--- src/rtl/ntt_coef_packer.sv ---
// Packs a stream of 12-bit coefficients, reduced mod Q, into 16-lane words.
// Drives the NTT core start/valid_input/din handshake for one polynomial per run.
module ntt_coef_packer #(
  parameter int DATA_WIDTH  = 12,
  parameter int LANES       = 16,
  parameter int INPUT_WIDTH = 192,
  parameter int N_WORDS     = 16,
  parameter int Q           = 3329
) (
  input  logic                   clk_i,
  input  logic                   rst_i,
  input  logic                   go_i,
  input  logic                   mode_i,
  input  logic                   s_valid,
  input  logic [DATA_WIDTH-1:0]  s_data,
  input  logic                   s_last,
  output logic                   s_ready,
  input  logic                   done_all,
  output logic                   start,
  output logic                   is_NTT,
  output logic                   valid_input,
  output logic [INPUT_WIDTH-1:0] din,
  output logic                   busy,
  output logic                   done_o,
  output logic                   err_range,
  output logic                   err_short
);

  localparam int LW = $clog2(LANES);
  localparam int WW = $clog2(N_WORDS);
  localparam logic [LW-1:0] LANE_END = LW'(LANES - 1);
  localparam logic [WW-1:0] WORD_END = WW'(N_WORDS - 1);
  localparam logic [DATA_WIDTH-1:0] QV = DATA_WIDTH'(Q);

  typedef enum logic [2:0] {
    S_IDLE, S_START, S_LOAD, S_PAD, S_WAIT, S_DONE
  } state_t;

  state_t                 state;
  logic [LW-1:0]          lane_cnt;
  logic [WW-1:0]          word_cnt;
  logic [INPUT_WIDTH-1:0] asm_q;

  logic                   xfer;
  logic                   over;
  logic [DATA_WIDTH-1:0]  red;
  logic [INPUT_WIDTH-1:0] word_nxt;
  logic                   lane_end;
  logic                   word_end;

  assign s_ready  = (state == S_LOAD);
  assign busy     = (state != S_IDLE);
  assign xfer     = s_valid && s_ready;
  assign lane_end = (lane_cnt == LANE_END);
  assign word_end = (word_cnt == WORD_END);

  // Single conditional subtraction and lane insert into the assembly word.
  always_comb begin
    over     = (s_data >= QV);
    red      = over ? s_data - QV : s_data;
    word_nxt = asm_q;
    word_nxt[lane_cnt*DATA_WIDTH +: DATA_WIDTH] = red;
  end

  // Run sequencer: load, optional zero padding, wait for core, completion.
  // Assembly register is cleared per word so unfilled lanes read as zero.
  always_ff @(posedge clk_i or negedge rst_i) begin
    if (!rst_i) begin
      state       <= S_IDLE;
      lane_cnt    <= '0;
      word_cnt    <= '0;
      asm_q       <= '0;
      din         <= '0;
      start       <= 1'b0;
      valid_input <= 1'b0;
      done_o      <= 1'b0;
      err_range   <= 1'b0;
      err_short   <= 1'b0;
      is_NTT      <= 1'b0;
    end else begin
      start       <= 1'b0;
      valid_input <= 1'b0;
      done_o      <= 1'b0;
      unique case (state)
        S_IDLE: begin
          if (go_i) begin
            state     <= S_START;
            start     <= 1'b1;
            is_NTT    <= mode_i;
            err_range <= 1'b0;
            err_short <= 1'b0;
            lane_cnt  <= '0;
            word_cnt  <= '0;
            asm_q     <= '0;
          end
        end
        S_START: state <= S_LOAD;
        S_LOAD: begin
          if (xfer) begin
            if (over) err_range <= 1'b1;
            if (lane_end || s_last) begin
              din         <= word_nxt;
              valid_input <= 1'b1;
              asm_q       <= '0;
              lane_cnt    <= '0;
              word_cnt    <= word_cnt + 1'b1;
              if (s_last && !(lane_end && word_end))
                err_short <= 1'b1;
              if (word_end)
                state <= S_WAIT;
              else if (s_last)
                state <= S_PAD;
            end else begin
              asm_q    <= word_nxt;
              lane_cnt <= lane_cnt + 1'b1;
            end
          end
        end
        S_PAD: begin
          din         <= '0;
          valid_input <= 1'b1;
          word_cnt    <= word_cnt + 1'b1;
          if (word_end) state <= S_WAIT;
        end
        S_WAIT: begin
          if (done_all) begin
            state  <= S_DONE;
            done_o <= 1'b1;
          end
        end
        S_DONE:  state <= S_IDLE;
        default: state <= S_IDLE;
      endcase
    end
  end

endmodule

--- config.mk ---
export PLATFORM = sky130hd
export DESIGN_NAME = ntt_coef_packer
export DESIGN_NICKNAME = d
export VERILOG_FILES = /design/src/rtl/ntt_coef_packer.sv
export SDC_FILE = /design/constraint.sdc
export NUM_CORES = 1
export LEC_CHECK = 0
export ABC_AREA = 0
export CAP_MARGIN = 25
export CORE_ASPECT_RATIO = 2
export CORE_MARGIN = 4
export CORE_UTILIZATION = 51
export DETAILED_ROUTE_END_ITERATION = 16
export PLACE_DENSITY = 0.76
export SLEW_MARGIN = 10
export SYNTH_ARGS = -nofsm -noshare
export SYNTH_HDL_FRONTEND = slang
export SYNTH_SLANG_ARGS = --single-unit
--- constraint.sdc ---
create_clock -name clk_i -period 3.9 [get_ports clk_i]
set_input_delay 0.78 -clock clk_i [delete_from_list [all_inputs] [get_ports clk_i]]
set_output_delay 0.78 -clock clk_i [all_outputs]
set_load 0.1 [all_outputs]
==> flow_metrics.env <==
export IMPL_max_stage_delay_ns=0.50
export IMPL_crit_buf_inv=4
export IMPL_critical_path_top_cell_by_count="sky130_fd_sc_hd__buf_4"
export IMPL_critical_path_cell_chain="buf_4 -> ha_1 -> a211o_1 -> nand3_1 -> a2111oi_4 -> ha_4 -> a2111oi_4 -> buf_4 -> nand2_2 -> buf_4 -> o211ai_1 -> buf_4 -> and3_1 -> a221o_1"
export IMPL_grt_remaining_overflow=0
export IMPL_flop_pwr_share_pct=29.8
export IMPL_period_needed_ns=3.72
export IMPL_setup_violations_final=0
export IMPL_crit_slowest_cell="sky130_fd_sc_hd__a2111oi_4"
export IMPL_drt_antenna_violating_nets=0
export IMPL_yosys_top_cells_area="sky130_fd_sc_hd__dfrtp_1 (51%), sky130_fd_sc_hd__o21ai_0 (5.3%), sky130_fd_sc_hd__nand2_1 (4.3%), sky130_fd_sc_hd__a32oi_1 (3.7%), sky130_fd_sc_hd__o2bb2ai_1 (3.3%)"
export IMPL_die_width_um=147
export IMPL_remaining_drc_errors=0
export IMPL_ios=219
export IMPL_period_share_pct=95.5
export IMPL_outcome="finished clean"
export IMPL_report_final_hold_viol_count=0
export IMPL_synth_cell_types=95
export IMPL_post_route_cells_drive_above_1_share_pct=17.6
export IMPL_yosys_register_bits=401
export IMPL_skew_ns=0.0245
export IMPL_path_delay_family="compound AO/OA/AOI/OAI gates"
export IMPL_yosys_area_top_type_share_pct=51.1
export IMPL_totalPowerFinal_uw=14700
export IMPL_gp_congestion=1.06
export IMPL_insertion_delay_ns=0.56
export IMPL_first_pass_grt_wire_length_mm=119
export IMPL_global_route_usage_total_pct=36.7
export IMPL_placement_setup_worst_slack_ns=-0.0518
export IMPL_max_cap_violations=0
export IMPL_ys_top_cells_by_count="sky130_fd_sc_hd__dfrtp_1 (401), sky130_fd_sc_hd__nand2_1 (227), sky130_fd_sc_hd__o21ai_0 (206), sky130_fd_sc_hd__nor2_1 (109), sky130_fd_sc_hd__clkbuf_1 (96)"
export IMPL_synth_area_per_cell_um2=10.2
export IMPL_finalWirelength_mm=77.6
export IMPL_hpwl_dp_mm=56.7
export IMPL_clk_pin_slew_worst_paths_ns=0.07
export IMPL_end_kind="register"
export IMPL_p_int_uw=8360
export IMPL_synth_area_leader_cell="sky130_fd_sc_hd__dfrtp_1"
export IMPL_ff_latch_area_um2=10000
export IMPL_worst_case_clock_buffer_depth=3
export IMPL_netlist_area_um2=19600
export IMPL_multi_input_area_um2=9030
export IMPL_vdd_drop_max_mv=0.416
export IMPL_number_of_enable_flip_flop_cells_after_synthesis=0
export IMPL_floorplan_die_height_um=285
export IMPL_rsz0062_at_grt="no"
export IMPL_p_leak_uw=0.0109
export IMPL_fraction_of_power_consumed_by_the_clock_network_pct=25.9
export IMPL_fillCellCount=2966
export IMPL_grt_pass1_vias=19800
export IMPL_routed_via_count=18900
export IMPL_max_clock_freq_mhz=269
export IMPL_tritoncts_buffers=37
export IMPL_drt_iter0_markers=1743
export IMPL_setup_ws_ns=0.176
export IMPL_route_detailed_wl_per_inst_um=27.1
export IMPL_tritoncts_num_sinks=401
export IMPL_placementRows=101
export IMPL_cts_tree="done"
export IMPL_via_per_inst=6.61
export IMPL_postSynth_asyncResetShare_pct=100
export IMPL_die_ar_um2=41900
export IMPL_clock_tree_htree_level_count=2
export IMPL_area_growth_pct=30.4
export IMPL_crit_type="reg -> reg"
export IMPL_grt_max_degree=99
export IMPL_yosysSeqAreaShare_pct=51.1
export IMPL_critPathMaxFanout=8
export IMPL_setup_worst_path_start_class="register"
export IMPL_power_density_nw_per_um2=576
export IMPL_tightestPinTransition_ns=1.04
export IMPL_syn_nets=1955
export IMPL_post_synth_top_count_cell="sky130_fd_sc_hd__dfrtp_1"
export IMPL_port_buffers=218
export IMPL_worst_r2r_startpoint="lane_cnt[2]$_DFFE_PN0P_"
export IMPL_worst_endpoint_arrival_ns=4.21
export IMPL_nNetsFinal=2353
export IMPL_initial_utilization_pct=51.6
export IMPL_yosys_warnings=0
export IMPL_worst_endpoint_required_ns=4.39
export IMPL_timing_hold_worst_class="in -> async"
export IMPL_share_comb_of_total_power_pct=44.3
export IMPL_detailedRoute_firstPassIterationCount=8
export IMPL_initial_antenna_violation_count=0
export IMPL_syn_inst=1925
export IMPL_remaining_max_slew_budget_at_the_tightest_pin_pct=30.2
export IMPL_design_core_area_um2=38000
export IMPL_root_buffer="sky130_fd_sc_hd__clkbuf_16"
export IMPL_switching_share_pct=43.3
export IMPL_timing_critical_path_from="lane_cnt[2]$_DFFE_PN0P_"
export IMPL_final_slew_viol_count=0
export IMPL_switching_power_uw=6390
export IMPL_antennaDiodeCount=0
export IMPL_yosys_most_used_dff="sky130_fd_sc_hd__dfrtp_1"
[path summary, 6_finish.rpt]
kind                                   endpoint  slack, ns  depth (start not counted)
setup / recovery           din[139]$_DFFE_PN0P_       0.18                         14
hold / removal             din[134]$_DFFE_PN0P_       0.25                          1
setup reg to reg           din[139]$_DFFE_PN0P_       0.18                         14
hold reg to reg            din[148]$_DFFE_PN0P_       0.47                          2
max in group asynchronous  din[123]$_DFFE_PN0P_       2.70                          2
min in group clk_i         din[148]$_DFFE_PN0P_       0.47                          2
[through the flow]
| stage | hold slack, ns | std cells | setup TNS, ns | area, µm² | utilization [%] |
|---|---|---|---|---|---|
| after global placement | 0.454 | 2797 | -0.0768 | 24300 | 63.8 |
| after floorplan | 0.445 | 1925 | 0 | 19600 | - |
| final | 0.255 | 2865 | 0 | 25600 | 67.3 |
| after global routing | 0.325 | 2865 | 0 | 25600 | 67.3 |
| after CTS | 0.295 | 2863 | 0 | 25500 | 67.1 |
| after detailed placement | 0.459 | 2797 | -0.214 | 24300 | 63.8 |
[power by group through the flow]
stage | clock [µW] | sequential [µW] | combinational, µW
floorplan | 0 | 4880 | 3100
global placement | 0 | 4470 | 6200
detailed placement | 0 | 4470 | 6270
CTS | 3840 | 4400 | 6300
global route | 4020 | 4410 | 6790
finish | 3820 | 4400 | 6540
[layout by cell type, fill, tap and decap left out, drive strengths merged, types with 17 or more instances in the layout]
master / Yosys / layout
dfrtp: 401 / 401
buf: 41 / 281
o21ai: 233 / 233
nand2: 231 / 231
clkdlybuf4s50: 0 / 216
nor2: 111 / 111
a32oi: 84 / 84
o2bb2ai: 75 / 75
a22o: 57 / 57
nand3: 50 / 50
clkbuf: 97 / 43
a32o: 40 / 40
nor3: 39 / 39
mux2i: 35 / 35
a21oi: 35 / 35
a22oi: 33 / 33
o31ai: 29 / 29
a221o: 27 / 27
and2: 27 / 27
o211ai: 21 / 21
inv: 17 / 20
nor2b: 19 / 19
a21o: 17 / 17
[registers in the layout, summed over array words and instances (netlist names)]
register     cells
asm_q          192
din            192
lane_cnt         4
word_cnt         4
state            3
done_o           1
err_range        1
err_short        1
is_NTT           1
start            1
valid_input      1
[timing repair]
action	in CTS	in global routing
pin swaps	0	3
endpoints found under the setup margin	1	89
endpoints found under the hold margin	0	0
hold buffers	0	0
gates resized for setup	1	10
buffers inserted	0	1
[metal layers]
layer	GRT usage (%)	part of all wire [%]	routed length (µm)	vias up
met5	0	0	0	-
met4	28.0	9.4	7310	0
met3	5.98	7.0	5420	345
met2	62.3	50	38500	1038
met1	41.0	34	26300	9382
li1	-	-	-	8169
[final cells by class]
cell class	instances	share of cell area [%]
multi-input combinational	1367	35.3
timing repair buffer	497	17.8
clock inverter	23	1.09
sequential	401	39.2
tap	515	2.52
clock buffer	43	3.78
inverter	19	0.279
[kinds of logic after synthesis]
kind of cell    count (synthesis)  share of synthesized area, %
simple gates                  564                          13.6
xor+xnor                       11                         0.561
mux                            42                          2.19
compound gates                739                          28.4
flops                         401                          51.1
fa+ha+maj                      11                         0.740
buf+inv                       157                          3.34
Note: power is estimated with default switching activity, not from simulation.
